--- src/rtl/arb_pkg.sv ---
// Shared types and default configuration for the round-robin beat arbiter.
package arb_pkg;

  typedef struct packed {
    logic urgent;
    logic lock;
  } req_flags_t;

  typedef struct packed {
    req_flags_t flags;
    logic [2:0] tag;
  } req_beat_t;

  typedef struct packed {
    logic       urgent_en;
    logic [3:0] max_burst;
  } arb_cfg_t;

  localparam arb_cfg_t DEFAULT_CFG = '{urgent_en: 1'b1, max_burst: 4'd4};

  typedef enum logic {
    IDLE,
    LOCKED
  } arb_state_t;

endpackage

--- src/rtl/arb_rr_pick.sv ---
// Round-robin picker: first set mask bit after ptr, wrapping modulo NREQ.
// Latency: purely combinational.
// Backpressure: none; caller qualifies sel_vld with its own load enable.
module arb_rr_pick #(
  parameter int NREQ = 4
) (
  input  logic [NREQ-1:0]         mask,
  input  logic [$clog2(NREQ)-1:0] ptr,
  output logic [$clog2(NREQ)-1:0] sel,
  output logic                    sel_vld
);

  localparam int IW = $clog2(NREQ);

  // Walk from farthest to nearest so the nearest hit after ptr wins.
  always_comb begin
    sel     = '0;
    sel_vld = 1'b0;
    for (int k = NREQ; k >= 1; k--) begin
      if (mask[(int'(ptr) + k) % NREQ]) begin
        sel     = IW'((int'(ptr) + k) % NREQ);
        sel_vld = 1'b1;
      end
    end
  end

endmodule

--- src/rtl/cfg_rr_arbiter.sv ---
// Round-robin arbiter with urgent override and locked bursts onto one output register.
// Latency: beat accepted in cycle N is on out_* in cycle N+1; one beat per cycle.
// Backpressure: req_ready is withheld while the output register is full and not being popped.
module cfg_rr_arbiter
  import arb_pkg::*;
#(
  parameter int       NREQ = 4,
  parameter arb_cfg_t CFG  = DEFAULT_CFG
) (
  input  logic                    clk,
  input  logic                    rst,
  input  logic [NREQ-1:0]         req_valid,
  input  req_beat_t [NREQ-1:0]    req_beat,
  output logic [NREQ-1:0]         req_ready,
  output logic                    out_valid,
  output req_beat_t               out_beat,
  output logic [$clog2(NREQ)-1:0] out_src,
  input  logic                    out_ready,
  output logic                    busy
);

  localparam int         IW      = $clog2(NREQ);
  localparam logic [3:0] EFF_MAX = (CFG.max_burst == 4'd0) ? 4'd1 : CFG.max_burst;
  localparam bit         LOCK_OK = (EFF_MAX > 4'd1);

  arb_state_t      state, state_nxt;
  logic [IW-1:0]   rr_ptr, owner, sel;
  logic [3:0]      burst_cnt, cnt_inc;
  logic [NREQ-1:0] urg_mask, own_oh, mask;
  logic            sel_vld, ld, xfer;
  req_beat_t       sel_beat;

  always_comb begin
    urg_mask = '0;
    own_oh   = '0;
    for (int i = 0; i < NREQ; i++) begin
      urg_mask[i] = req_valid[i] && req_beat[i].flags.urgent;
    end
    own_oh[owner] = 1'b1;
  end

  // A lock owner excludes everyone, urgent requesters included.
  always_comb begin
    mask = req_valid;
    if (state == LOCKED) begin
      mask = req_valid & own_oh;
    end else if (CFG.urgent_en && (|urg_mask)) begin
      mask = urg_mask;
    end
  end

  arb_rr_pick #(.NREQ(NREQ)) u_pick (
    .mask    (mask),
    .ptr     (rr_ptr),
    .sel     (sel),
    .sel_vld (sel_vld)
  );

  assign ld       = !out_valid || out_ready;
  assign xfer     = ld && sel_vld;
  assign sel_beat = req_beat[sel];
  assign cnt_inc  = (burst_cnt == 4'hF) ? 4'hF : burst_cnt + 4'd1;
  assign busy     = (state == LOCKED) || out_valid;

  always_comb begin
    req_ready = '0;
    if (xfer) begin
      req_ready[sel] = 1'b1;
    end
  end

  always_comb begin
    state_nxt = state;
    case (state)
      IDLE:    if (xfer && sel_beat.flags.lock && LOCK_OK) state_nxt = LOCKED;
      LOCKED:  if (xfer && (!sel_beat.flags.lock || cnt_inc == EFF_MAX)) state_nxt = IDLE;
      default: state_nxt = IDLE;
    endcase
  end

  always_ff @(posedge clk) begin
    if (rst) begin
      state <= IDLE;
    end else begin
      state <= state_nxt;
    end
  end

  always_ff @(posedge clk) begin
    if (rst) begin
      out_valid <= 1'b0;
      out_beat  <= '0;
      out_src   <= '0;
      rr_ptr    <= IW'(NREQ - 1);
      owner     <= '0;
      burst_cnt <= '0;
    end else if (xfer) begin
      out_valid <= 1'b1;
      out_beat  <= sel_beat;
      out_src   <= sel;
      rr_ptr    <= sel;
      if (state == IDLE) begin
        if (state_nxt == LOCKED) begin
          owner     <= sel;
          burst_cnt <= 4'd1;
        end
      end else begin
        burst_cnt <= cnt_inc;
      end
    end else if (out_ready) begin
      out_valid <= 1'b0;
    end
  end

endmodule
--- config.mk ---
export PLATFORM = sky130hd
export DESIGN_NAME = cfg_rr_arbiter
export DESIGN_NICKNAME = d
export VERILOG_FILES = /design/src/rtl/arb_pkg.sv /design/src/rtl/arb_rr_pick.sv /design/src/rtl/cfg_rr_arbiter.sv
export SDC_FILE = /design/constraint.sdc
export NUM_CORES = 1
export LEC_CHECK = 0
export CORE_MARGIN = 2
export CORE_UTILIZATION = 49
export DETAILED_ROUTE_END_ITERATION = 8
export GPL_TIMING_DRIVEN = 1
export HOLD_SLACK_MARGIN = 0.12
export PLACE_DENSITY_LB_ADDON = 0.15
export SYNTH_ARGS = -nofsm -noshare
export SYNTH_HDL_FRONTEND = slang
export SYNTH_SLANG_ARGS = --single-unit
--- constraint.sdc ---
create_clock -name clk -period 7.2 [get_ports clk]
set_input_delay 0.72 -clock clk [delete_from_list [all_inputs] [get_ports clk]]
set_output_delay 0.72 -clock clk [all_outputs]
set_load 0.02 [all_outputs]
After elaboration in Yosys (flattened, before gate mapping)
Index checks and enable logic that the tools add are counted.
W data, S select, Z words.

operators by class
  order comparisons = 8
  add/subtract/negate cells = 5
  eq/ne operators = 2
  shifts and indexed selects = 0
  mux-type cells = 37
  bitwise logic cells = 6
  reduce and logical (&&, ||, !) cells = 23
  divide/modulo/power cells = 0
  multiply operators = 0

operator list
  cell                   count
  $mux W4                6
  $mux W1                18
  $lt A3 B4 Y1 const B   4
  $bmux W5 S2            1
  $logic_and A1 B1 Y1    9
  $bmux W1 S2            4
  $mux W2                4
  $reduce_or A2 Y1       4
  $lt A2 B3 Y1 const B   2
  $mux W5                1
  $add A2 B1 Y2 const B  2
  $add A2 B2 Y2 const B  2
  $add A4 B1 Y4 const B  1
  $and A1 B1 Y1 const A  4
  $and A4 B4 Y4          1
  $demux W1 S2           2
  $eq A4 B3 Y1 const B   1
  $eq A4 B4 Y1 const B   1
  $ge A2 B1 Y1 const B   2
  $reduce_bool A2 Y1     2
  $reduce_or A4 Y1       1
  $logic_or A1 B1 Y1     3
  $reduce_and A3 Y1      1
  $logic_not A1 Y1       2
  other kinds (3)        3

storage, ports and cells
  RAM bits = 0
  bits in latches = 0
  logic and storage cells = 90
  register bits after elaboration = 17
  memories = 0
  memory bits (read-only) = 0
  output and inout port bits = 13

Logic depth before layout (Yosys ltp)
  word-level depth = 22
  gate-level depth with buffers = 10
  depth with buffers taken out = 8

Modules after synthesis
From an unflattened synthesis, not the netlist that was laid out.

unflattened totals
  cells, all modules = 121
  area, all modules = 1069.8 um^2

by module, submodules not included
  module          cells an instance  area an instance (um^2)  instances  sequential area each (um^2)
  cfg_rr_arbiter  107                978.4                    1          340.3
  arb_rr_pick     14                 91.3                     1          0.0

Worst setup path after synthesis
Ideal clock, no wire load.

  path type = input -> output
  start = in req_beat[9] in the netlist's numbering
  end = out req_ready[0]
  setup slack = 3.878 ns
  path buffers = 1
  stages = 8
  arrival time = 2.602 ns
  path through = a221oi_1 -> a221oi_1 -> o311ai_1 -> a21oi_1 -> a211oi_2 -> buf_4 -> nand2_2 -> nor2_1

on the way
  word-level cells in the longest chain between the ends = 16

ends and longest elaborated chain
  element                                                             line                  RTL
  start: declaration                                                  cfg_rr_arbiter.sv:13  input req_beat_t [NREQ-1:0] req_beat,
  $logic_and A1 B1 Y1 *                                               cfg_rr_arbiter.sv:37  urg_mask[i] = req_valid[i] && req_beat[i].flags.urgent;
  $reduce_or A4 Y1                                                    cfg_rr_arbiter.sv:47  end else if (CFG.urgent_en && (|urg_mask)) begin
  $mux W4 *                                                           cfg_rr_arbiter.sv:47
  $mux W4 *                                                           cfg_rr_arbiter.sv:45  if (state == LOCKED) begin
  $bmux W1 S2                                                         arb_rr_pick.sv:20     if (mask[(int'(ptr) + k) % NREQ]) begin
  $mux W1 (not written as such) (2 in series)                         arb_rr_pick.sv:20
  $mux W2 (4 in series)                                               arb_rr_pick.sv:20
  $lt A2 B3 Y1 (not written as such) or $ge A2 B1 Y1 (tied branches)  cfg_rr_arbiter.sv:68  req_ready[sel] = 1'b1;
  $logic_and A1 B1 Y1 (not written as such)                           cfg_rr_arbiter.sv:68
  $mux W1 (not written as such)                                       cfg_rr_arbiter.sv:68
  $demux W1 S2                                                        cfg_rr_arbiter.sv:68
  $mux W4 *                                                           cfg_rr_arbiter.sv:67  if (xfer) begin
  end: declaration                                                    cfg_rr_arbiter.sv:14  output logic [NREQ-1:0] req_ready,

Every way passes the cells marked *; elsewhere a longest branch is shown, timed or not. The select of a mux whose other input is x is not followed.

Final worst setup path
  start = in req_valid[1]
  end = out req_ready[0]

on the way
  word-level cells in the longest chain between the ends = 16

ends and longest elaborated chain
  element                                                             line                  RTL
  start: declaration                                                  cfg_rr_arbiter.sv:12  input logic [NREQ-1:0] req_valid,
  $logic_and A1 B1 Y1                                                 cfg_rr_arbiter.sv:37
  $reduce_or A4 Y1                                                    cfg_rr_arbiter.sv:47
  $mux W4                                                             cfg_rr_arbiter.sv:47
  $mux W4 *                                                           cfg_rr_arbiter.sv:45
  $bmux W1 S2                                                         arb_rr_pick.sv:20
  $mux W1 (not written as such) (2 in series)                         arb_rr_pick.sv:20
  $mux W2 (4 in series)                                               arb_rr_pick.sv:20
  $lt A2 B3 Y1 (not written as such) or $ge A2 B1 Y1 (tied branches)  cfg_rr_arbiter.sv:68
  $logic_and A1 B1 Y1 (not written as such)                           cfg_rr_arbiter.sv:68
  $mux W1 (not written as such)                                       cfg_rr_arbiter.sv:68
  $demux W1 S2                                                        cfg_rr_arbiter.sv:68
  $mux W4 *                                                           cfg_rr_arbiter.sv:67

Marks and branches as above.

==> results.sh <==
export IMPL_die_area_um2=2840
export IMPL_status="finished clean"
export IMPL_critPathLaunch="req_valid[1]"
export IMPL_wirelength_um=3360
export IMPL_rows=17
export IMPL_synth_top_area_frac=0.285
export IMPL_timing_final_crit_share=0.673
export IMPL_synth_edf_count=0
export IMPL_p_comb_frac=0.571
export IMPL_synth_ff_type="dfxtp_1"
export IMPL_cts_resized=0
export IMPL_drive_gt1_frac=0.0988
export IMPL_tritoncts="done"
export IMPL_die_h_um=53.3
export IMPL_hold_viol_final=0
export IMPL_r2r_start="state$_SDFF_PP0_"
export IMPL_cts_clk_slew_worst_paths_ns=0.10
export IMPL_diodes=0
export IMPL_final_min_clock_period_ns=4.85
export IMPL_initial_core_util=0.529
export IMPL_path_max_fanout=13
export IMPL_yosys_area_top_type="dfxtp_1"
export IMPL_intPower_mw=0.259
export IMPL_yosys_area_share_simple=0.205
export IMPL_via_per_inst=6.36
export IMPL_seqPwrFrac=0.310
export IMPL_postRouteAntennaNets=0
export IMPL_pwr_share_clk=0.118
export IMPL_async_flop_share=0
export IMPL_switchingPower_mw=0.188
export IMPL_num_vias=1272
export IMPL_rrSetupSlack_ns=3.78
export IMPL_maxSlewHeadroom=0.308
export IMPL_synth_top_family_by_area="compound AO/OA/AOI/OAI gates"
export IMPL_synth_net_count=162
export IMPL_drc=0
export IMPL_die_x_um=53.3
export IMPL_hpwl_um=2530
export IMPL_synth_compound_area_frac=0.278
export IMPL_tns_ns=0
export IMPL_ios=40
export IMPL_min_to="out_beat[3]$_SDFFE_PP0P_"
export IMPL_gr_total_overflow=0
export IMPL_cts_made_buffers=3
export IMPL_worst_slack_ns=2.35
export IMPL_gp_congestion=0.799
export IMPL_ff2ff_path_depth=8
export IMPL_yosys_warnings=0
export IMPL_netlist_area_um2=1190
export IMPL_crit_path_start_kind="primary input"
export IMPL_synth_cells=134
export IMPL_synth_seq_cells=17
export IMPL_setup_viol=0
export IMPL_synth_xor_area_frac=0.00735
export IMPL_syn_to_final_growth_pct=34.8
export IMPL_worstPathRequired_ns=6.48
export IMPL_root_buffer="clkbuf_4"
export IMPL_ctsHoldBuffers=0
export IMPL_swShare=0.421
export IMPL_layout_commonest_cell="clkdlybuf4s50_1"
export IMPL_powerDensity_nw_per_um2=278
export IMPL_worstMarginPinSlew_ns=1.04
export IMPL_design_core_area_um2=2250
export IMPL_antenna_found_initial=0
export IMPL_cts_setup_buffers=0
export IMPL_avgSynthCellArea_um2=8.90
export IMPL_layout_common_cells="39 x clkdlybuf4s50_1, 17 x dfxtp_1, 14 x nor2_1"
export IMPL_grt_pass1_wl_um=5470
export IMPL_dr_pass1_iters=4
export IMPL_endpoint_kind="primary output"
export IMPL_vdd_drop_max_mv=0.186
export IMPL_port_buffers=39
export IMPL_synth_mux_area_frac=0.162
export IMPL_worstReg2RegEnd="out_beat[1]$_SDFFE_PP0P_"
export IMPL_grt_max_degree=16
export IMPL_finClkSkew_ns=0.00164
export IMPL_rsz0062_at_grt="false"
export IMPL_routedWlPerCell_um=16.8
export IMPL_drt_iter0_markers=46
export IMPL_nets=201
export IMPL_cts_max_path_buffers=2
export IMPL_synthDistinctLibCells=53
export IMPL_clock_latency_ns=0.30
export IMPL_grt_pass1_vias=1222
export IMPL_clock_sinks=17
export IMPL_dp_worst_setup_slack_ns=2.34
export IMPL_ys_seq_area_frac=0.285
export IMPL_htreeDepth=1
export IMPL_critical_path_class="in -> out"
export IMPL_min_from="out_beat[3]$_SDFFE_PP0P_"
export IMPL_track_usage=0.269
export IMPL_max_freq_mhz=206
export IMPL_max_cap_viol_count=0
export IMPL_hold_depth=2
export IMPL_synth_adder_area_share=0.0105
export IMPL_arrival_ns=4.13
export IMPL_synthTopCellsByArea="dfxtp_1 29%, mux2i_1 5.9%, mux4_1 4.4%"
export IMPL_total_power_mw=0.448
export IMPL_drv_slew=0
export IMPL_hp_class="reg -> reg"
export IMPL_total_leakage_power_nw=0.646
registers in the layout (all words and copies together) (netlist names):
signal	cells
burst_cnt	4
owner	2
rr_ptr	2
state	1
out_valid	1
out_beat	5
out_src	2
layer usage:
metal,wire [µm],track usage,up-vias
li1,-,-,598
met1,1350,0.300,605
met2,1700,0.492,58
met3,226,0.0424,11
met4,85,0.120,0
met5,0,0,-
final cells by class:
cell class | count | area (µm²)
repair buffers | 39 | 390
fillers | 192 | 647
inverters | 6 | 25.0
clock inverters | 1 | 5.00
clock buffers | 3 | 22.5
flip-flops and latches | 17 | 340
multi-input cells | 106 | 790
well taps | 28 | 35.0
cell families (layout without fill, tap and decap cells):
| logic type | Yosys count | after routing |
|---|---|---|
| and+or+nand+nor | 49 | 49 |
| adders and majority gates | 1 | 1 |
| muxes | 13 | 13 |
| buffers and inverters | 11 | 49 |
| DFF | 17 | 17 |
| xor gates and xnor gates | 1 | 1 |
| AOI/OAI and AO/OA | 42 | 42 |
worst max-delay path by stage:
stage                   endpoint  slack, ns  depth (start not counted)
floorplan           req_ready[0]       3.88                          8
detailed placement  req_ready[0]       2.34                          9
global placement    req_ready[0]       2.49                          9
CTS                 req_ready[0]       2.33                          9
finish              req_ready[0]       2.35                          9
global route        req_ready[0]       2.00                          9
cells in the mapped netlist (2+ instances only):
master,number
a31oi_1,5
o21ai_0,2
inv_1,5
nor2b_1,3
nand2_1,12
buf_6,2
a221oi_1,3
dfxtp_1,17
a41o_1,2
clkbuf_1,2
nor2_1,14
nor3_1,4
o21a_1,2
mux4_1,2
nand3_1,3
a21oi_1,9
a221o_1,2
o211ai_1,2
mux2i_1,7
mux4_2,2
or2_2,2
worst max-delay path, cell delays in order:
cell and delay, ns:
clkdlybuf4s50_1 0.51, a221oi_1 0.46, a221oi_1 0.22, o311ai_1 0.28
a21oi_1 0.13, a211oi_2 0.87, nand2_2 0.17, nor2_1 0.15
clkdlybuf4s50_1 0.61
metrics by stage:
| stage | util | area (µm²) | hold slack, ns | std cells |
|---|---|---|---|---|
| 2_1_floorplan | - | 1190 | 0.484 | 134 |
| 3_3_place_gp | 0.701 | 1580 | 0.452 | 196 |
| 3_5_place_dp | 0.701 | 1580 | 0.450 | 196 |
| 4_1_cts | 0.713 | 1610 | 0.469 | 200 |
| 5_1_grt | 0.713 | 1610 | 0.504 | 200 |
| 6_report | 0.713 | 1610 | 0.468 | 200 |
power by group through the flow:
stage,Sequential (mW),Clock [mW],Combinational (mW)
detailed placement,0.140,0,0.254
global route,0.142,0.0580,0.277
global placement,0.139,0,0.248
CTS,0.138,0.0538,0.256
finish,0.139,0.0530,0.256
floorplan,0.145,0,0.169
(Power assumes the default switching activity.)
